**config.mk**
```make
export PLATFORM = sky130hd
export DESIGN_NAME = fb_port_arbiter_flat
export DESIGN_NICKNAME = d
export VERILOG_FILES = /design/src/rtl/fb_port_arbiter_if.sv /design/src/rtl/fb_port_arbiter.sv /design/src/flat_wrapper.sv
export SDC_FILE = /design/constraint.sdc
export NUM_CORES = 1
export LEC_CHECK = 0
export CAP_MARGIN = 20
export CORE_MARGIN = 2
export CORE_UTILIZATION = 35
export DETAILED_ROUTE_END_ITERATION = 16
export PLACE_DENSITY = 0.68
export RECOVER_POWER = 100
export SETUP_SLACK_MARGIN = 0.1
export SYNTH_ARGS = -nofsm -noshare
export SYNTH_HDL_FRONTEND = slang
export SYNTH_SLANG_ARGS = --single-unit
```
**constraint.sdc**
```tcl
create_clock -name clk -period 5.17 [get_ports clk]
set_input_delay 1.034 -clock clk [delete_from_list [all_inputs] [get_ports clk]]
set_output_delay 1.034 -clock clk [all_outputs]
set_load 0.05 [all_outputs]
```
**src/rtl/fb_port_arbiter_if.sv**
```systemverilog
// ---------------------------------------------------------------------------
// fb_port_arbiter_if
//   Bundles the three buses around the framebuffer arbiter: the display
//   pixel-fetch port, the host write port and the single-port RAM port.
//
//   Handshake (host port): a host write transfers on the rising clk edge where
//   host_valid && host_ready are both high. host_valid, host_addr and
//   host_data must stay stable while host_valid is high and host_ready is
//   low. host_ready never depends combinationally on host_valid.
//
//   Modports:
//     slave  - the arbiter's view (drives disp_color, host_ready, mem_*)
//     master - the surrounding system's view (drives display/host/RAM data)
// ---------------------------------------------------------------------------
interface fb_port_arbiter_if #(
    parameter int ADDR_W = 19
);
    // display pixel fetch
    logic              disp_en;
    logic [15:0]       disp_x;
    logic [15:0]       disp_y;
    logic [23:0]       disp_color;
    logic              vblank;
    // host write port
    logic              host_valid;
    logic              host_ready;
    logic [ADDR_W-1:0] host_addr;
    logic [23:0]       host_data;
    // framebuffer RAM port
    logic [ADDR_W-1:0] mem_addr;
    logic              mem_we;
    logic [23:0]       mem_wdata;
    logic [23:0]       mem_rdata;

    modport slave (
        input  disp_en, disp_x, disp_y, vblank,
        input  host_valid, host_addr, host_data,
        input  mem_rdata,
        output disp_color, host_ready,
        output mem_addr, mem_we, mem_wdata
    );

    modport master (
        output disp_en, disp_x, disp_y, vblank,
        output host_valid, host_addr, host_data,
        output mem_rdata,
        input  disp_color, host_ready,
        input  mem_addr, mem_we, mem_wdata
    );
endinterface

```
**src/rtl/fb_port_arbiter.sv**
```systemverilog
// ---------------------------------------------------------------------------
// fb_port_arbiter
//   Shares one single-port synchronous framebuffer RAM between the VGA pixel
//   fetch path (absolute priority, fixed 1-cycle read latency) and a host
//   write port buffered in a small FIFO. Host writes drain only in cycles
//   where the display is not reading.
//
//   Ports:
//     clk             single clock
//     rst             asynchronous reset, active high
//     bus             fb_port_arbiter_if.slave (display, host, RAM buses)
//     wr_pending      host FIFO occupancy
//     host_stall_cnt  saturating count of cycles with host_valid && !host_ready
//
//   Configuration macro: FB_ARB_VBLANK_ONLY_EN
//     defined   - host writes drain only while vblank=1 (tear-free update)
//     undefined - vblank ignored; host drains whenever disp_en=0
// ---------------------------------------------------------------------------
module fb_port_arbiter #(
    parameter logic [15:0] H_FRAME_WIDTH = 16'd640,
    parameter logic [15:0] V_FRAME_WIDTH = 16'd480,
    parameter int          ADDR_W        = 19,
    parameter int          FIFO_DEPTH    = 4
) (
    input  logic                          clk,
    input  logic                          rst,
    fb_port_arbiter_if.slave              bus,
    output logic [$clog2(FIFO_DEPTH):0]   wr_pending,
    output logic [15:0]                   host_stall_cnt
);
    localparam int          PTR_W     = $clog2(FIFO_DEPTH);
    localparam logic [31:0] H32       = 32'(H_FRAME_WIDTH);
    localparam logic [31:0] FRAME_PIX = 32'(H_FRAME_WIDTH) * 32'(V_FRAME_WIDTH);
    localparam logic [PTR_W:0] FULL_CNT = (PTR_W+1)'(FIFO_DEPTH);

    typedef enum logic [1:0] {
        GRANT_IDLE = 2'd0,
        GRANT_DISP = 2'd1,
        GRANT_HOST = 2'd2
    } grant_t;

    logic [ADDR_W-1:0] fifo_addr [FIFO_DEPTH];
    logic [23:0]       fifo_data [FIFO_DEPTH];
    logic [PTR_W-1:0]  wr_ptr;
    logic [PTR_W-1:0]  rd_ptr;
    logic [PTR_W:0]    count;
    logic [PTR_W:0]    count_nxt;
    logic              ready_q;
    logic              push;
    logic              pop;
    logic              host_slot;
    logic              head_in_range;
    grant_t            grant;

`ifdef FB_ARB_VBLANK_ONLY_EN
    assign host_slot = bus.vblank;
`else
    logic unused_vblank;
    assign unused_vblank = bus.vblank;
    assign host_slot     = 1'b1;
`endif

    // ready_q is already low when full, so a pop in the same cycle never
    // lets a push through.
    assign push = bus.host_valid && ready_q;

    always_comb begin
        grant = GRANT_IDLE;
        if (bus.disp_en)
            grant = GRANT_DISP;
        else if (count != '0 && host_slot)
            grant = GRANT_HOST;
    end

    assign pop           = (grant == GRANT_HOST);
    assign head_in_range = (32'(fifo_addr[rd_ptr]) < FRAME_PIX);

    // RAM port. rst gates the outputs so a write presented in the reset
    // cycle is suppressed immediately, without waiting for a clock edge.
    always_comb begin
        bus.mem_we    = 1'b0;
        bus.mem_addr  = '0;
        bus.mem_wdata = '0;
        if (!rst) begin
            if (grant == GRANT_DISP) begin
                // full 32-bit linear address, then truncated to the RAM width
                bus.mem_addr = ADDR_W'(32'(bus.disp_y) * H32 + 32'(bus.disp_x));
            end else if (grant == GRANT_HOST && head_in_range) begin
                bus.mem_we    = 1'b1;
                bus.mem_addr  = fifo_addr[rd_ptr];
                bus.mem_wdata = fifo_data[rd_ptr];
            end
            // out-of-range heads are popped with everything held at zero
        end
    end

    // RAM read data already carries the single cycle of latency.
    assign bus.disp_color = bus.mem_rdata;
    assign bus.host_ready = ready_q;
    assign wr_pending     = count;

    always_comb begin
        count_nxt = count;
        if (push && !pop)
            count_nxt = count + (PTR_W+1)'(1);
        else if (pop && !push)
            count_nxt = count - (PTR_W+1)'(1);
    end

    always_ff @(posedge clk or posedge rst) begin
        if (rst) begin
            wr_ptr         <= '0;
            rd_ptr         <= '0;
            count          <= '0;
            ready_q        <= 1'b1;
            host_stall_cnt <= '0;
        end else begin
            if (push)
                wr_ptr <= wr_ptr + PTR_W'(1);
            if (pop)
                rd_ptr <= rd_ptr + PTR_W'(1);
            count   <= count_nxt;
            ready_q <= (count_nxt != FULL_CNT);
            if (bus.host_valid && !ready_q && host_stall_cnt != 16'hFFFF)
                host_stall_cnt <= host_stall_cnt + 16'd1;
        end
    end

    // FIFO storage carries no reset; entries are only read when counted valid.
    always_ff @(posedge clk) begin
        if (push) begin
            fifo_addr[wr_ptr] <= bus.host_addr;
            fifo_data[wr_ptr] <= bus.host_data;
        end
    end
endmodule

```
**src/flat_wrapper.sv**
```systemverilog
// flat-port wrapper written by rule: the top's interface ports become plain ports
module fb_port_arbiter_flat 
#(
    parameter logic [15:0] H_FRAME_WIDTH = 16'd640,
    parameter logic [15:0] V_FRAME_WIDTH = 16'd480,
    parameter int          ADDR_W        = 19,
    parameter int          FIFO_DEPTH    = 4
)
  (clk, rst, wr_pending, host_stall_cnt, bus_disp_en, bus_disp_x, bus_disp_y, bus_vblank, bus_host_valid, bus_host_addr, bus_host_data, bus_mem_rdata, bus_disp_color, bus_host_ready, bus_mem_addr, bus_mem_we, bus_mem_wdata);
  fb_port_arbiter_if #(.ADDR_W(ADDR_W)) bus_i ();
  input  logic clk;
  input  logic rst;
  output logic [$clog2(FIFO_DEPTH):0] wr_pending;
  output logic [15:0] host_stall_cnt;
  input wire logic [$bits(bus_i.disp_en)-1:0] bus_disp_en;
  input wire logic [$bits(bus_i.disp_x)-1:0] bus_disp_x;
  input wire logic [$bits(bus_i.disp_y)-1:0] bus_disp_y;
  input wire logic [$bits(bus_i.vblank)-1:0] bus_vblank;
  input wire logic [$bits(bus_i.host_valid)-1:0] bus_host_valid;
  input wire logic [$bits(bus_i.host_addr)-1:0] bus_host_addr;
  input wire logic [$bits(bus_i.host_data)-1:0] bus_host_data;
  input wire logic [$bits(bus_i.mem_rdata)-1:0] bus_mem_rdata;
  output wire logic [$bits(bus_i.disp_color)-1:0] bus_disp_color;
  output wire logic [$bits(bus_i.host_ready)-1:0] bus_host_ready;
  output wire logic [$bits(bus_i.mem_addr)-1:0] bus_mem_addr;
  output wire logic [$bits(bus_i.mem_we)-1:0] bus_mem_we;
  output wire logic [$bits(bus_i.mem_wdata)-1:0] bus_mem_wdata;
  assign bus_i.disp_en = bus_disp_en;
  assign bus_i.disp_x = bus_disp_x;
  assign bus_i.disp_y = bus_disp_y;
  assign bus_i.vblank = bus_vblank;
  assign bus_i.host_valid = bus_host_valid;
  assign bus_i.host_addr = bus_host_addr;
  assign bus_i.host_data = bus_host_data;
  assign bus_i.mem_rdata = bus_mem_rdata;
  assign bus_disp_color = bus_i.disp_color;
  assign bus_host_ready = bus_i.host_ready;
  assign bus_mem_addr = bus_i.mem_addr;
  assign bus_mem_we = bus_i.mem_we;
  assign bus_mem_wdata = bus_i.mem_wdata;
  fb_port_arbiter #(.H_FRAME_WIDTH(H_FRAME_WIDTH), .V_FRAME_WIDTH(V_FRAME_WIDTH), .ADDR_W(ADDR_W), .FIFO_DEPTH(FIFO_DEPTH)) u_core (.clk(clk), .rst(rst), .bus(bus_i), .wr_pending(wr_pending), .host_stall_cnt(host_stall_cnt));
endmodule
```
==> impl_metrics.ini <==
[worst_setup_path]
crit_type = in -> out
end_kind = output pin
worstPathCellList = buf_6 -> ha_4 -> ha_4 -> fa_2 -> a21o_1 -> a21oi_2 -> xnor2_2 -> ha_2 -> a21o_1 -> a21oi_2 -> nor2_2 -> o41ai_4 -> or4_4 -> a31oi_4 -> buf_12
slowest_stage = sky130_fd_sc_hd__or4_4
critical_path_source_type = input port
worst-endpoint-required_ps = 4140
critical-path-max-stage-delay_ps = 540
critPathMaxFanout = 4
cp_num_buf_inv = 2
arrival_ps = 4040
cp_top_family = compound AO/OA/AOI/OAI gates

[status]
status = complete, but fails checks
failed_checks = capacitance limit, slew limit

[route]
totalWireLength_um = 20300
avgRoutedWirePerCell_um = 19.7
drc = 0
ant_nets = 0
vias = 5124
routed_via_density = 4.98
drt_first_iter_violations = 337
detailedRoute.firstPassIterationCount = 4

[logic_synthesis]
yosysWarningCount = 0
syn_nets = 660
synth_async_sr_flop_share = 0.122
mappedNetlistArea_sq_mm = 0.00881
synth_enable_flop_cells = 172
syn-mean-instance-area_sq_um = 17.0
seq_area_frac_synth = 0.654
yosys_register_bits = 196
synth_cell_type_count = 47
postSynth.topFlopCell = sky130_fd_sc_hd__edfxtp_1
post_synth_inst_count = 519

[sta]
timing.final.crit_share = 0.982
timing_hold_violations_final = 0
drv_slew = 108
layout_min_cycle_time_ps = 5070
grt_setup_unrepaired = yes
fmax_mhz = 197
skew_ps = 15.6
slew_headroom = -0.143
tightestPinTransition_ps = 1720
finalSetupViolations = 0

[global_routing]
grt_use_met1 = 0.185
grt-busiest-layer = met2
grt_use_total = 0.158
globalRouteMet2Util = 0.273
grt_remaining_overflow = 0
maximum_number_of_pins_on_one_net_before_global_route_repair = 40
grt_util_met3 = 0.0466
antenna_found_initial = 8
first_global_vias = 5669
grt_first_pass_wirelength_um = 31400

[placed_design]
final_wtd_congestion = 0.793
place_inst = 986
post-dp-hpwl_um = 13900
port_buffers = 138
place_area_sq_mm = 0.0111

[clocking]
clk_pin_slew_ps = 70
cts_hold_buf = 0
worst_skew_pair.late_latency_ps = 430
clock_sinks = 196
cts-buffers-inserted = 17
root_buffer_master = sky130_fd_sc_hd__clkbuf_16
cts.path.max_buffers = 2
h-tree-depth = 4
cts_tree = built

[final_layout]
flow.area_growth_from_synthesis_pct = 33.9
nets = 825
layout_common_cells = 172 x sky130_fd_sc_hd__edfxtp_1, 66 x sky130_fd_sc_hd__dlygate4sd3_1, 43 x sky130_fd_sc_hd__mux4_2, 41 x sky130_fd_sc_hd__buf_4, 33 x sky130_fd_sc_hd__buf_12
fin_area_sq_mm = 0.0118
layoutNonFillerInstCount = 1029
final_common_cell = sky130_fd_sc_hd__edfxtp_1
fillers = 2145
drive_above_1_share = 0.293
final_util = 0.473

[floorplan]
die_width_um = 163
initial_core_util = 0.353
fp.coreArea_sq_mm = 0.0250
die_area_sq_mm = 0.0265
io_count = 192
die_h_um = 163
row_count = 58

[pwr]
power.density_cell_area_mw_per_mm2 = 484
irDropWorstVdd_uv = 251
static-leakage-power_nw = 4.29

[run]
max_cap_viol_count = 4

[min_path]
worst_hold_path_type = reg -> reg
-- metal layers --
metal,part of all wire,wire length (um),vias up
li1,-,-,2343
met1,0.40,8180,2584
met2,0.50,10200,136
met3,0.066,1350,51
met4,0.024,486,10
met5,0.0032,66,-
-- per-stage QoR --
stage / total power [mW] / TNS [ps] / setup slack (ps) / hold slack, ps
after global placement: 4.43 / -822 / -383 / 475
after detailed placement: 4.50 / -1140 / -478 / 482
after global routing: 5.99 / -8.39 / -8.39 / 509
after floorplan: 3.63 / 0 / 196 / 498
final: 5.71 / 0 / 95.2 / 497
after CTS: 5.88 / 0 / 103 / 492
-- flip-flops by register name, indices dropped and copies added (netlist names) --
register,cells
u_core.bus.host_ready,1
u_core.fifo_addr,76
u_core.fifo_data,96
u_core.host_stall_cnt,16
u_core.rd_ptr,2
u_core.wr_pending,3
u_core.wr_ptr,2
-- cells in the mapped netlist (2+ instances only) --
| cell type | number | share of area |
|---|---|---|
| sky130_fd_sc_hd__a211o_1 | 2 | 0.0020 |
| sky130_fd_sc_hd__a211oi_1 | 4 | 0.0034 |
| sky130_fd_sc_hd__a21o_1 | 8 | 0.0068 |
| sky130_fd_sc_hd__a21oi_1 | 9 | 0.0051 |
| sky130_fd_sc_hd__a22o_1 | 12 | 0.012 |
| sky130_fd_sc_hd__a31oi_1 | 3 | 0.0021 |
| sky130_fd_sc_hd__and2_1 | 25 | 0.018 |
| sky130_fd_sc_hd__and3_1 | 10 | 0.0071 |
| sky130_fd_sc_hd__and4_1 | 4 | 0.0040 |
| sky130_fd_sc_hd__buf_1 | 4 | 0.0017 |
| sky130_fd_sc_hd__buf_2 | 4 | 0.0023 |
| sky130_fd_sc_hd__buf_4 | 26 | 0.022 |
| sky130_fd_sc_hd__clkbuf_1 | 5 | 0.0021 |
| sky130_fd_sc_hd__dfrtp_1 | 23 | 0.065 |
| sky130_fd_sc_hd__edfxtp_1 | 172 | 0.59 |
| sky130_fd_sc_hd__fa_1 | 2 | 0.0045 |
| sky130_fd_sc_hd__ha_1 | 35 | 0.050 |
| sky130_fd_sc_hd__inv_1 | 11 | 0.0047 |
| sky130_fd_sc_hd__maj3_1 | 2 | 0.0023 |
| sky130_fd_sc_hd__mux2_2 | 2 | 0.0026 |
| sky130_fd_sc_hd__mux4_2 | 43 | 0.11 |
| sky130_fd_sc_hd__nand2_1 | 19 | 0.0081 |
| sky130_fd_sc_hd__nand3_1 | 6 | 0.0034 |
| sky130_fd_sc_hd__nand4_1 | 3 | 0.0021 |
| sky130_fd_sc_hd__nor2_1 | 11 | 0.0047 |
| sky130_fd_sc_hd__nor2b_1 | 3 | 0.0021 |
| sky130_fd_sc_hd__nor3_1 | 3 | 0.0017 |
| sky130_fd_sc_hd__o2111ai_1 | 3 | 0.0030 |
| sky130_fd_sc_hd__o21a_1 | 3 | 0.0026 |
| sky130_fd_sc_hd__o21ai_0 | 7 | 0.0040 |
| sky130_fd_sc_hd__o21ai_1 | 3 | 0.0017 |
| sky130_fd_sc_hd__o31ai_1 | 3 | 0.0026 |
| sky130_fd_sc_hd__or2_2 | 2 | 0.0014 |
| sky130_fd_sc_hd__xnor2_1 | 23 | 0.023 |
| sky130_fd_sc_hd__xor2_1 | 12 | 0.012 |
-- layout make-up --
cell class	instances	area, sq um	area share
sequential	196	5770	0.489
tap	330	413	0.0350
clock buffer	17	425	0.0361
inverter	11	41.3	0.00350
antenna	2	5.00	0.000424
timing repair buffer	185	1960	0.166
clock inverter	15	174	0.0147
multi-input combinational	273	3010	0.255
-- repair_timing --
action,CTS,global route
buffers inserted,6,4
pin swaps,19,21
endpoints found under the setup margin,4,3
resized for setup,40,24
-- kinds of logic after synthesis --
family / Yosys count / synth area share
adders and majority gates: 39 / 0.0565
AOI/OAI and AO/OA: 64 / 0.0531
DFF: 196 / 0.654
buffers and inverters: 50 / 0.0329
xor gates and xnor gates: 35 / 0.0348
muxes: 45 / 0.112
and+or+nand+nor: 90 / 0.0558
-- final timing paths --
path | to | slack [ps] | cells past startpoint | start
worst min register to register | u_core.host_stall_cnt[7] | 500 | 1 | u_core.host_stall_cnt[7]
worst max-delay path | bus_mem_addr[18] | 100 | 15 | bus_disp_y[1]
min in group asynchronous | u_core.rd_ptr[0] | 1620 | 3 | rst
worst max register to register | u_core.fifo_data[1][0] | 1930 | 4 | u_core.wr_ptr[1]
worst min-delay path | u_core.host_stall_cnt[7] | 500 | 1 | u_core.host_stall_cnt[7]
max in group asynchronous | u_core.rd_ptr[1] | 2650 | 3 | rst
-- power by group --
group	internal [mW]	total, mW	switching [mW]	leakage [nW]
Combinational	0.972	2.14	1.17	2.12
Clock	0.728	1.33	0.598	0.291
Sequential	2.06	2.24	0.182	1.88
Total	3.76	5.71	1.95	4.29
(Power assumes the default switching activity.)
